--- config.mk ---
export PLATFORM = sky130hd
export DESIGN_NAME = cart_mem_arbiter
export DESIGN_NICKNAME = d
export VERILOG_FILES = /design/src/rtl/cart_mem_arbiter.sv
export SDC_FILE = /design/constraint.sdc
export NUM_CORES = 1
export LEC_CHECK = 0
export CAP_MARGIN = 15
export CORE_ASPECT_RATIO = 1.75
export CORE_MARGIN = 2
export CORE_UTILIZATION = 44
export CTS_BUF_LIST = sky130_fd_sc_hd__clkbuf_8
export CTS_CLUSTER_DIAMETER = 30
export DETAILED_ROUTE_END_ITERATION = 6
export GPL_TIMING_DRIVEN = 1
export HOLD_SLACK_MARGIN = 0.12
export PLACE_DENSITY = 0.86
export SYNTH_ARGS = -nofsm -noshare
export SYNTH_HDL_FRONTEND = slang
export SYNTH_SLANG_ARGS = --single-unit
--- constraint.sdc ---
create_clock -name clk_sys -period 5.05 [get_ports clk_sys]
set_clock_uncertainty 0.2 [all_clocks]
set_input_delay 1.01 -clock clk_sys [delete_from_list [all_inputs] [get_ports clk_sys]]
set_output_delay 1.01 -clock clk_sys [all_outputs]
set_load 0.1 [all_outputs]
--- src/rtl/cart_mem_arbiter.sv ---
// Cartridge BRAM arbiter: core reads always win, loader writes wait in a one-deep buffer.
// Optional byte checksum of each download is built when CART_CHECKSUM_EN is defined.
module cart_mem_arbiter #(
  parameter int ADDR_W = 16,
  parameter int DATA_W = 8
) (
  input  logic              clk_sys,
  input  logic              reset_n,
  input  logic              ioctl_download,
  input  logic              ioctl_wr,
  input  logic [ADDR_W-1:0] ioctl_addr,
  input  logic [DATA_W-1:0] ioctl_dout,
  output logic              ioctl_wait,
  input  logic              core_rd,
  input  logic [ADDR_W-1:0] core_addr,
  output logic [DATA_W-1:0] core_data,
  output logic              core_valid,
  output logic [ADDR_W-1:0] mem_addr,
  output logic              mem_we,
  output logic [DATA_W-1:0] mem_din,
  input  logic [DATA_W-1:0] mem_dout,
  output logic [ADDR_W:0]   cart_size,
  output logic              loading,
  output logic [15:0]       cart_sum
);

  localparam logic [1:0] ST_IDLE  = 2'd0;
  localparam logic [1:0] ST_LOAD  = 2'd1;
  localparam logic [1:0] ST_DRAIN = 2'd2;

  logic [1:0]        state_q, state_d;
  logic              dl_q;
  logic              rise_pend_q, rise_pend_d;
  logic              buf_full_q, buf_full_d;
  logic [ADDR_W-1:0] buf_addr_q, buf_addr_d;
  logic [DATA_W-1:0] buf_data_q, buf_data_d;
  logic              wait_q, wait_d;
  logic              rd_p1_q;
  logic              vld_p2_q;
  logic [DATA_W-1:0] data_p2_q, data_p2_d;
  logic [ADDR_W:0]   tracker_q, tracker_d;
  logic [ADDR_W:0]   size_q, size_d;
  logic              dl_rise, commit, buf_load, start_load;

  // Size is one past the highest written address, so it needs the extra bit.
  function automatic logic [ADDR_W:0] track_max(input logic [ADDR_W:0]   cur,
                                                input logic [ADDR_W-1:0] addr);
    logic [ADDR_W:0] nxt;
    nxt = {1'b0, addr} + {{ADDR_W{1'b0}}, 1'b1};
    return (nxt > cur) ? nxt : cur;
  endfunction

  assign dl_rise    = ioctl_download & ~dl_q;
  assign commit     = ~core_rd & buf_full_q;
  assign buf_load   = (state_q == ST_LOAD) & ioctl_wr & ~buf_full_q;
  assign start_load = (state_q == ST_IDLE) & (dl_rise | rise_pend_q);

  always_comb begin
    mem_addr = core_addr;
    mem_we   = 1'b0;
    mem_din  = '0;
    if (commit) begin
      mem_addr = buf_addr_q;
      mem_we   = 1'b1;
      mem_din  = buf_data_q;
    end
  end

  always_comb begin
    state_d     = state_q;
    rise_pend_d = rise_pend_q;
    size_d      = size_q;
    tracker_d   = commit ? track_max(tracker_q, buf_addr_q) : tracker_q;
    buf_full_d  = commit ? 1'b0 : (buf_load ? 1'b1 : buf_full_q);
    buf_addr_d  = buf_load ? ioctl_addr : buf_addr_q;
    buf_data_d  = buf_load ? ioctl_dout : buf_data_q;
    // Stall the loader whenever a buffered byte cannot leave or another byte arrives.
    wait_d      = buf_full_q & (core_rd | ioctl_wr);
    data_p2_d   = rd_p1_q ? mem_dout : data_p2_q;
    case (state_q)
      ST_IDLE: begin
        if (start_load) begin
          state_d     = ST_LOAD;
          rise_pend_d = 1'b0;
          tracker_d   = '0;
          size_d      = '0;
        end
      end
      ST_LOAD: begin
        if (!ioctl_download) state_d = ST_DRAIN;
      end
      ST_DRAIN: begin
        // A new session requested mid-drain is remembered and started from IDLE.
        if (dl_rise) rise_pend_d = 1'b1;
        if (!buf_full_q) begin
          state_d = ST_IDLE;
          size_d  = tracker_q;
        end
      end
      default: state_d = ST_IDLE;
    endcase
  end

  always_ff @(posedge clk_sys or negedge reset_n) begin
    if (!reset_n) begin
      state_q     <= ST_IDLE;
      dl_q        <= 1'b0;
      rise_pend_q <= 1'b0;
      buf_full_q  <= 1'b0;
      wait_q      <= 1'b0;
      rd_p1_q     <= 1'b0;
      vld_p2_q    <= 1'b0;
      data_p2_q   <= '0;
      tracker_q   <= '0;
      size_q      <= '0;
    end else begin
      state_q     <= state_d;
      dl_q        <= ioctl_download;
      rise_pend_q <= rise_pend_d;
      buf_full_q  <= buf_full_d;
      wait_q      <= wait_d;
      // p1: BRAM output becomes valid; p2: captured for the core.
      rd_p1_q     <= core_rd;
      vld_p2_q    <= rd_p1_q;
      data_p2_q   <= data_p2_d;
      tracker_q   <= tracker_d;
      size_q      <= size_d;
    end
  end

  always_ff @(posedge clk_sys) begin
    buf_addr_q <= buf_addr_d;
    buf_data_q <= buf_data_d;
  end

`ifdef CART_CHECKSUM_EN
  logic [15:0] sum_q, sum_d;

  always_comb begin
    sum_d = sum_q;
    if (start_load) sum_d = '0;
    else if (commit) sum_d = sum_q + 16'(buf_data_q);
  end

  always_ff @(posedge clk_sys or negedge reset_n) begin
    if (!reset_n) sum_q <= '0;
    else          sum_q <= sum_d;
  end

  assign cart_sum = sum_q;
`else
  assign cart_sum = 16'h0000;
`endif

  assign ioctl_wait = wait_q;
  assign core_valid = vld_p2_q;
  assign core_data  = data_p2_q;
  assign cart_size  = size_q;
  assign loading    = (state_q != ST_IDLE);

endmodule
=== Word level (Yosys, flattened, before mapping) ===
Cells that the tools add are included.

* Bits in registers: 74
* Latch bits: 0
* Bits in writable memories: 0
* Bits in read-only memories: 0
* Input bits: 53
* Word-level logic and storage cells: 57
* Memories: 0

* Add/subtract/negate cells: 1
* Multipliers: 0
* Divide/modulo/power cells: 0
* Magnitude comparators: 1
* Equal/unequal tests: 6
* Shift operators: 0
* Multiplexer cells: 19
* Bitwise logic cells: 11
* Reductions and logical operators: 7

{| class="wikitable"
|+ Operators with widths
! operator !! count
|-
| $mux W17 || 6
|-
| $pmux W17 S2 || 1
|-
| $add A16 B1 Y17 const B || 1
|-
| $gt A17 B17 Y1 || 1
|-
| $mux W16 || 1
|-
| $reduce_and A3 Y1 || 3
|-
| $mux W8 || 1
|-
| $ne A2 B2 Y1 const B || 4
|-
| $and A1 B1 Y1 || 6
|-
| $mux W2 || 3
|-
| $pmux W2 S3 || 1
|-
| $reduce_bool A2 Y1 || 3
|-
| $mux W1 || 5
|-
| $not A1 Y1 || 3
|-
| $eq A2 B1 Y1 const B || 1
|-
| $eq A2 B2 Y1 const B || 1
|-
| $logic_not A2 Y1 || 1
|-
| $or A1 B1 Y1 || 2
|-
| $pmux W1 S2 || 1
|}

=== Depth between registers and ports, before layout ===
Gate-level depths: netlist of the first run.

* Word-level depth: 6
* Gate-level depth with buffers: 14

=== Least setup slack after synthesis of the first run ===
No wires, ideal clock.

* Path kind: input-to-output
* Start point: in core_rd
* End point: out mem_addr[11]
* Data arrival time: 3.459 ns
* Required time: 3.840 ns
* Path slack: 0.381 ns
* Cell stages on the path: 3
* Path through: nand2b_1 > clkbuf_1 > o21ai_0

* Longest elaborated chain between the ends: 3

{| class="wikitable"
|+ Ends and longest elaborated chain
! what !! line !! RTL
|-
| start: declaration || 14 || <nowiki>input logic core_rd,</nowiki>
|-
| $not A1 Y1 || 54 || <nowiki>assign commit = ~core_rd & buf_full_q;</nowiki>
|-
| $and A1 B1 Y1 || 54 ||
|-
| $mux W16 || 62 || <nowiki>if (commit) begin</nowiki>
|-
| end: declaration || 18 || <nowiki>output logic [ADDR_W-1:0] mem_addr,</nowiki>
|}

Every way passes these cells.

=== Worst setup path in the final report of the first run ===
* Start point: in core_rd
* End point: out mem_addr[3]

Same word-level chain as after synthesis.

==> results of run 1 <==
-- routing by layer --
metal / wire [microns] / vias up / track usage (%)
met4: 333 / 0 / 12.0
met3: 384 / 25 / 4.53
met1: 3060 / 1425 / 20.3
met5: 0 / - / 0
li1: - / 1489 / -
met2: 5010 / 114 / 36.9
-- cells in the final DEF, fill, tap and decap left out, types with 2 or more instances in the layout --
| cell | n |
|---|---|
| and2_1 | 8 |
| inv_1 | 22 |
| xor2_1 | 7 |
| a21oi_1 | 25 |
| clkdlybuf4s50_1 | 79 |
| nor3_1 | 29 |
| conb_1 | 16 |
| nand4_1 | 6 |
| and4_1 | 2 |
| nor2_1 | 11 |
| mux2_2 | 8 |
| buf_4 | 7 |
| nand2_1 | 60 |
| edfxtp_1 | 24 |
| clkbuf_8 | 9 |
| o21ai_0 | 23 |
| dfrtp_1 | 50 |
| xnor2_1 | 6 |
| buf_12 | 25 |
| clkinv_4 | 5 |
| ha_1 | 18 |
| nand3_1 | 25 |
| bufinv_16 | 2 |
-- flip-flops by register name, summed over array words and instances, names as in the netlist --
signal       cells
core_data        8
rise_pend_q      1
buf_data_q       8
buf_full_q       1
tracker_q       17
rd_p1_q          1
ioctl_wait       1
buf_addr_q      16
cart_size       17
state_q          2
dl_q             1
core_valid       1
-- power by group --
| part | internal (mW) | switching, mW | total, mW |
|---|---|---|---|
| combinational | 0.518 | 1.31 | 1.82 |
| clock | 0.282 | 0.232 | 0.514 |
| sequential | 0.786 | 0.102 | 0.889 |
| total | 1.59 | 1.64 | 3.23 |
-- area by class of cell --
type,count,area (sq um)
Fill cell,672,2950
Sequential cell,74,1970
Multi-Input combinational cell,266,1590
Timing Repair Buffer,112,1350
Tap cell,115,144
Clock buffer,9,124
Clock inverter,7,104
Inverter,22,82.6
-- worst register-to-register path: stages, from the launching register on --
cell and delay, ns:
edfxtp_1 0.43, nand4_1 0.23, or4_4 0.60, nor2_2 0.15, xor2_2 0.11, ha_1 0.36
nand4_4 0.15, nor4_4 0.35, a221oi_2 0.12, o211a_1 0.35, or3_1 0.44, a21oi_1 0.14
-- worst max path at each step --
stage          cells after the start  slack [ns]     from      endpoint
2_1_floorplan                      3        0.38  core_rd  mem_addr[11]
3_3_place_gp                       6        0.96  core_rd    mem_din[6]
3_5_place_dp                       7        0.89  core_rd   mem_addr[3]
4_1_cts                            7        0.89  core_rd   mem_addr[3]
5_1_grt                            7        0.72  core_rd  mem_addr[15]
6_report                           7        0.88  core_rd   mem_addr[3]
-- kinds of logic (layout without fill, tap and decap cells) --
kind of cell	after synthesis	count (layout)	share of synthesized area, %
xor gates and xnor gates	14	14	3.45
AOI/OAI and AO/OA	56	56	8.19
muxes	8	8	2.39
and+or+nand+nor	154	154	20.5
buffers and inverters	53	150	7.23
DFF	74	74	52.2
adders and majority gates	18	18	5.97
other	1	16	0.0993
-- synthesized netlist by cell type (2+ instances only) --
cell / count / share of area [%]
edfxtp_1: 24 / 19
a21oi_1: 25 / 3.3
dfrtp_1: 50 / 33
buf_2: 2 / 0.27
nor3_1: 29 / 3.8
xor2_1: 7 / 1.6
mux2_2: 8 / 2.4
and2_1: 8 / 1.3
buf_1: 2 / 0.20
and4_1: 2 / 0.46
xnor2_1: 6 / 1.4
o21ai_0: 23 / 3.0
clkbuf_1: 9 / 0.89
nand4_1: 6 / 0.99
ha_1: 18 / 6.0
nor2_1: 11 / 1.1
inv_1: 22 / 2.2
buf_4: 17 / 3.4
nand2_1: 60 / 6.0
nand3_1: 25 / 3.3
-- per-stage QoR --
stage	instance area (sq um)	setup WS [ns]	power, mW	instances
floorplan	3830	0.381	2.22	393
global placement	5100	0.963	2.66	585
detailed placement	5100	0.889	2.71	585
CTS	5330	0.885	3.22	601
global route	5370	0.719	3.38	605
finish	5370	0.879	3.23	605
==> results.md, run 1 <==
* Top Family by Delay on Critical Path: buffers and inverters
* Worst slew margin at about a third
* Final net count at ~560
* Vias in the first global route at 3,227
* R2R Path Start: buf_addr_q[4]
* P&R area growth vs syn at 42.2%
* Setup violators final at 0
* Post_cts resized at 0
* Max incr delay on CP at 0.62 ns
* Startpoint Class: primary input
* Min-delay worst type: in2async
* DR iter-0 viols at ~150
* Routed WL per cell at 14.5 microns
* GRT Resource Usage Total at about a fifth
* Grt total ovfl at 0
* Clock latency on the worst-skew pair at 0.36 ns
* TritonCTS Buffers at 9
* Starting Density at a little under half
* CP most frequent cell: nand2_1
* Largest net degree at the start of global routing at between 50 and 60
* Critical path required time at between 3 and 4 ns
* Synth Cell Area at 3770 sq um
* Post-layout min period at 4.17 ns
* Hold_ws at ~0.29 ns
* Crit path capture type: output port
* Setup Buffers After CTS at 0
* Share of layout cells above drive strength 1 at about 13%
* Mean Syn Cell Area at approximately 10 sq um
* Routed Antenna Nets at 0
* Synthesized flop and latch total at 74
* Routed wire length at 8.79 mm
* Core area at around 8300 sq um
* Remaining DRCs at 0
* Row count at 44
* Leakage at approximately 2.3 nW
* RSZ-0062 raised after global routing: no
* H-tree Lvls at 3
* Longest Clk Path Bufs at 2
* CTS sink count at 74
* Synth Warn # at 0
* Status: completed
* Core Util, Final at between 60% and 70%
* Final Hold Vio Count at 0
* IO buf count at between 100 and 150
* Count of cell types in the netlist at 44
* Critical path, cell by cell: clkdlybuf4s50_1 > nand2b_1 > buf_4 > inv_1 > nand2_1 > nand2_1 > buf_12
* Critical setup path kind: in2out
* Max-cap viol count at 0
* DRT Pass-1 Iters at 4
* Worst r2r dst: tracker_q[0]
* WP buf/inv at 4
* Clock root buffer: clkbuf_8
* Number of synthesized flops with an enable pin at 24
* Antenna Cells at 0
* Tcrit/Tclk final at 82.6%
* R2R depth at 11
* Reg-to-reg slack, setup at between 1 and 1.5 ns
* Power density cells at around 600 nW/um^2
* Die X at between 70 and 80 microns
* Maximum VDD drop at around 0.00031 V
* CP Data Arrival Time at between 2 and 3 ns
* Gpl congestion at 0.801
* DR vias/cell at about 5.0
* Die Span Y at 127 microns
* Gate Count Post-Synth at around 380
* Total negative setup slack at 0 ns
* Hold Buf Count CTS at 0
* Highest Clock Rate at approximately 240 MHz
* Die ar. at between 9000 and 10,000 sq um
* Initial antenna violation count at 0
* First-pass GRT wire length at between 10 and 15 mm
* Slowest cell on the critical path: inv_1
* Crit-path max FO at 26
* I/O Pins at between 100 and 150
* Post-synth top flop: dfrtp_1
* Sequential fraction of the synthesis area at 52.2%
* Vias at just over 3,000
* Async SR Flop Fraction at 67.6%
* Worst slew pin tran at between 0.9 and 1 ns
* Post-DP HPWL at roughly 6.9 mm
* CTS tree: done
* CTS clk-pin slew, worst paths at ~0.080 ns
* Fin. max-slew vios at 0
Note: power is estimated with default switching activity, not from simulation.
==> run 2: changes to the inputs <==
==> constraint.sdc (replaced) <==
create_clock -name clk_sys -period 4.02 [get_ports clk_sys]
set_clock_uncertainty 0.2 [all_clocks]
set_input_delay 0.804 -clock clk_sys [delete_from_list [all_inputs] [get_ports clk_sys]]
set_output_delay 0.804 -clock clk_sys [all_outputs]
set_load 0.1 [all_outputs]
==> results.md, run 2 (synthesis results as in run 1) <==
* Largest net degree at the start of global routing at 51 (unchanged)
* GRT Resource Usage Total at 20.5% (was 20.4%)
* Critical setup path kind: reg2reg (was in2out)
* CP Data Arrival Time at 3.77 ns (was 2.96 ns)
* CTS clk-pin slew, worst paths at 0.08 ns (about the same)
* Clock latency on the worst-skew pair at 0.37 ns (was 0.36 ns)
* Grt total ovfl at 0 (unchanged)
* Leakage at 2.28 nW (was 2.26 nW)
* Total negative setup slack at 0 ns (unchanged)
* Startpoint Class: register (was primary input)
* Most frequent cells in the layout: clkdlybuf4s50_1 (78), nand2_1 (60), dfrtp_1 (50), nor3_1 (29), buf_12 (26) (was clkdlybuf4s50_1 (79), nand2_1 (60), dfrtp_1 (50), nor3_1 (29))
* Post-DP HPWL at 6.92 mm (was 6.89 mm)
* Worst slew pin tran at 1.03 ns (was 0.994 ns)
* Fin. max-slew vios at 0 (unchanged)
* Crit-path max FO at 18 (was 26)
* Maximum VDD drop at 0.000380 V (was 0.000310 V)
* Vias at 3,098 (was 3,053)
* I/O Pins at 122 (unchanged)
* RSZ-0062 raised after global routing: no (unchanged)
* Tcrit/Tclk final at about 92%
* Row count at 44 (unchanged)
* Die Span Y at 127 microns (unchanged)
* Initial antenna violation count at 0 (unchanged)
* Min-delay worst type: reg2reg (was in2async)
* Setup violators final at 0 (unchanged)
* Crit path capture type: register (was output port)
* Status: completed (unchanged)
* Clock root buffer: clkbuf_8 (unchanged)
* Longest Clk Path Bufs at 2 (unchanged)
* Final worst slack at 0.341 ns (was 0.879 ns)
* Core area at 8310 sq um (unchanged)
* Post-layout min period at about 3.7 ns
* Vias in the first global route at 3,226 (was 3,227)
* IO buf count at 105 (unchanged)
* DR iter-0 viols at 252 (was 151)
* Remaining DRCs at 0 (unchanged)
* DR vias/cell at 5.10 (was 5.05)
* Worst slew margin at 31.4% (was 33.5%)
* Die ar. at 9370 sq um (unchanged)
* DP Worst Slack at 0.266 ns (was 0.889 ns)
* Hold Buf Count CTS at 0 (unchanged)
* Setup Buffers After CTS at 0 (unchanged)
* Max-cap viol count at 0 (unchanged)
* Antenna Cells at 0 (unchanged)
* Starting Density at 45.4% (unchanged)
* Most common cell after layout, fill and taps aside: clkdlybuf4s50_1 (unchanged)
* Highest Clock Rate at 272 MHz
* Routed wire length at 8.96 mm (was 8.79 mm)
* Post_cts resized at 0 (unchanged)
* CTS sink count at 74 (unchanged)
* Gpl congestion at 0.832 (was 0.801)
* Share of layout cells above drive strength 1 at 14.0% (was 13.5%)
* Routed WL per cell at 14.7 microns (was 14.5 microns)
* Power density cells at 759 nW/um^2 (was 601 nW/um^2)
* Final net count at 559 (was 556)
* TritonCTS Buffers at 9 (unchanged)
* H-tree Lvls at 3 (unchanged)
* Die X at 74.0 microns (unchanged)
* Routed Antenna Nets at 0 (unchanged)
* First-pass GRT wire length at 14.8 mm (was 14.5 mm)
* CTS tree: done (unchanged)
* Core Util, Final at 65.1% (was 64.6%)
* DRT Pass-1 Iters at 4 (unchanged)
* P&R area growth vs syn at 43.3% (was 42.2%)
* Critical path required time at 4.11 ns (was 3.84 ns)
* Final Hold Vio Count at 0 (unchanged)
## run 2: per-layer routing
layer  vias up  GRT usage [%]  part of all wire, %
li1       1494              -                    -
met1      1464           22.0                   36
met2       113           36.2                   55
met3        27           4.53                  5.1
met4         0           10.9                  3.8
met5         -              0                    0
## run 2: metrics by stage
step / hold slack (ns) / cell area (sq um) / cells / total power, mW
2_1_floorplan: 0.152 / 3840 / 393 / 2.79
3_3_place_gp: 0.290 / 5150 / 589 / 3.38
3_5_place_dp: 0.291 / 5150 / 589 / 3.45
4_1_cts: 0.307 / 5370 / 605 / 4.11
5_1_grt: 0.334 / 5410 / 608 / 4.29
6_report: 0.303 / 5410 / 608 / 4.11
## run 2: area by class of cell
type / count / area, sq um
Clock buffer: 10 / 138
Clock inverter: 6 / 87.6
Fill cell: 645 / 2900
Inverter: 22 / 82.6
Multi-Input combinational cell: 266 / 1600
Sequential cell: 74 / 1970
Tap cell: 115 / 144
Timing Repair Buffer: 115 / 1380
## run 2: worst paths after layout
path / start / to / slack, ns / cells past startpoint
setup / recovery: buf_addr_q[3] / tracker_q[0] / 0.34 / 11
hold / removal: cart_size[0] / cart_size[0] / 0.30 / 2
setup reg to reg: buf_addr_q[3] / tracker_q[0] / 0.34 / 11
hold reg to reg: cart_size[0] / cart_size[0] / 0.30 / 2
max in group asynchronous: reset_n / tracker_q[13] / 2.52 / 3
min in group asynchronous: reset_n / core_data[4] / 0.61 / 2
## run 2: critical path, cell delays in order, from the launching register on
cell and delay [ns]:
edfxtp_1 0.44, nand4_1 0.23, or4_4 0.60, nor2_2 0.15
xor2_2 0.10, ha_1 0.34, nand4_4 0.15, nor4_4 0.35
a221oi_2 0.11, o211a_1 0.35, or3_1 0.42, a21oi_1 0.15
## run 2: report_power, final
group	internal, mW	switching (mW)	leakage (nW)
logic	0.664	1.66	1.29
clock network	0.368	0.297	0.113
registers	0.988	0.132	0.875
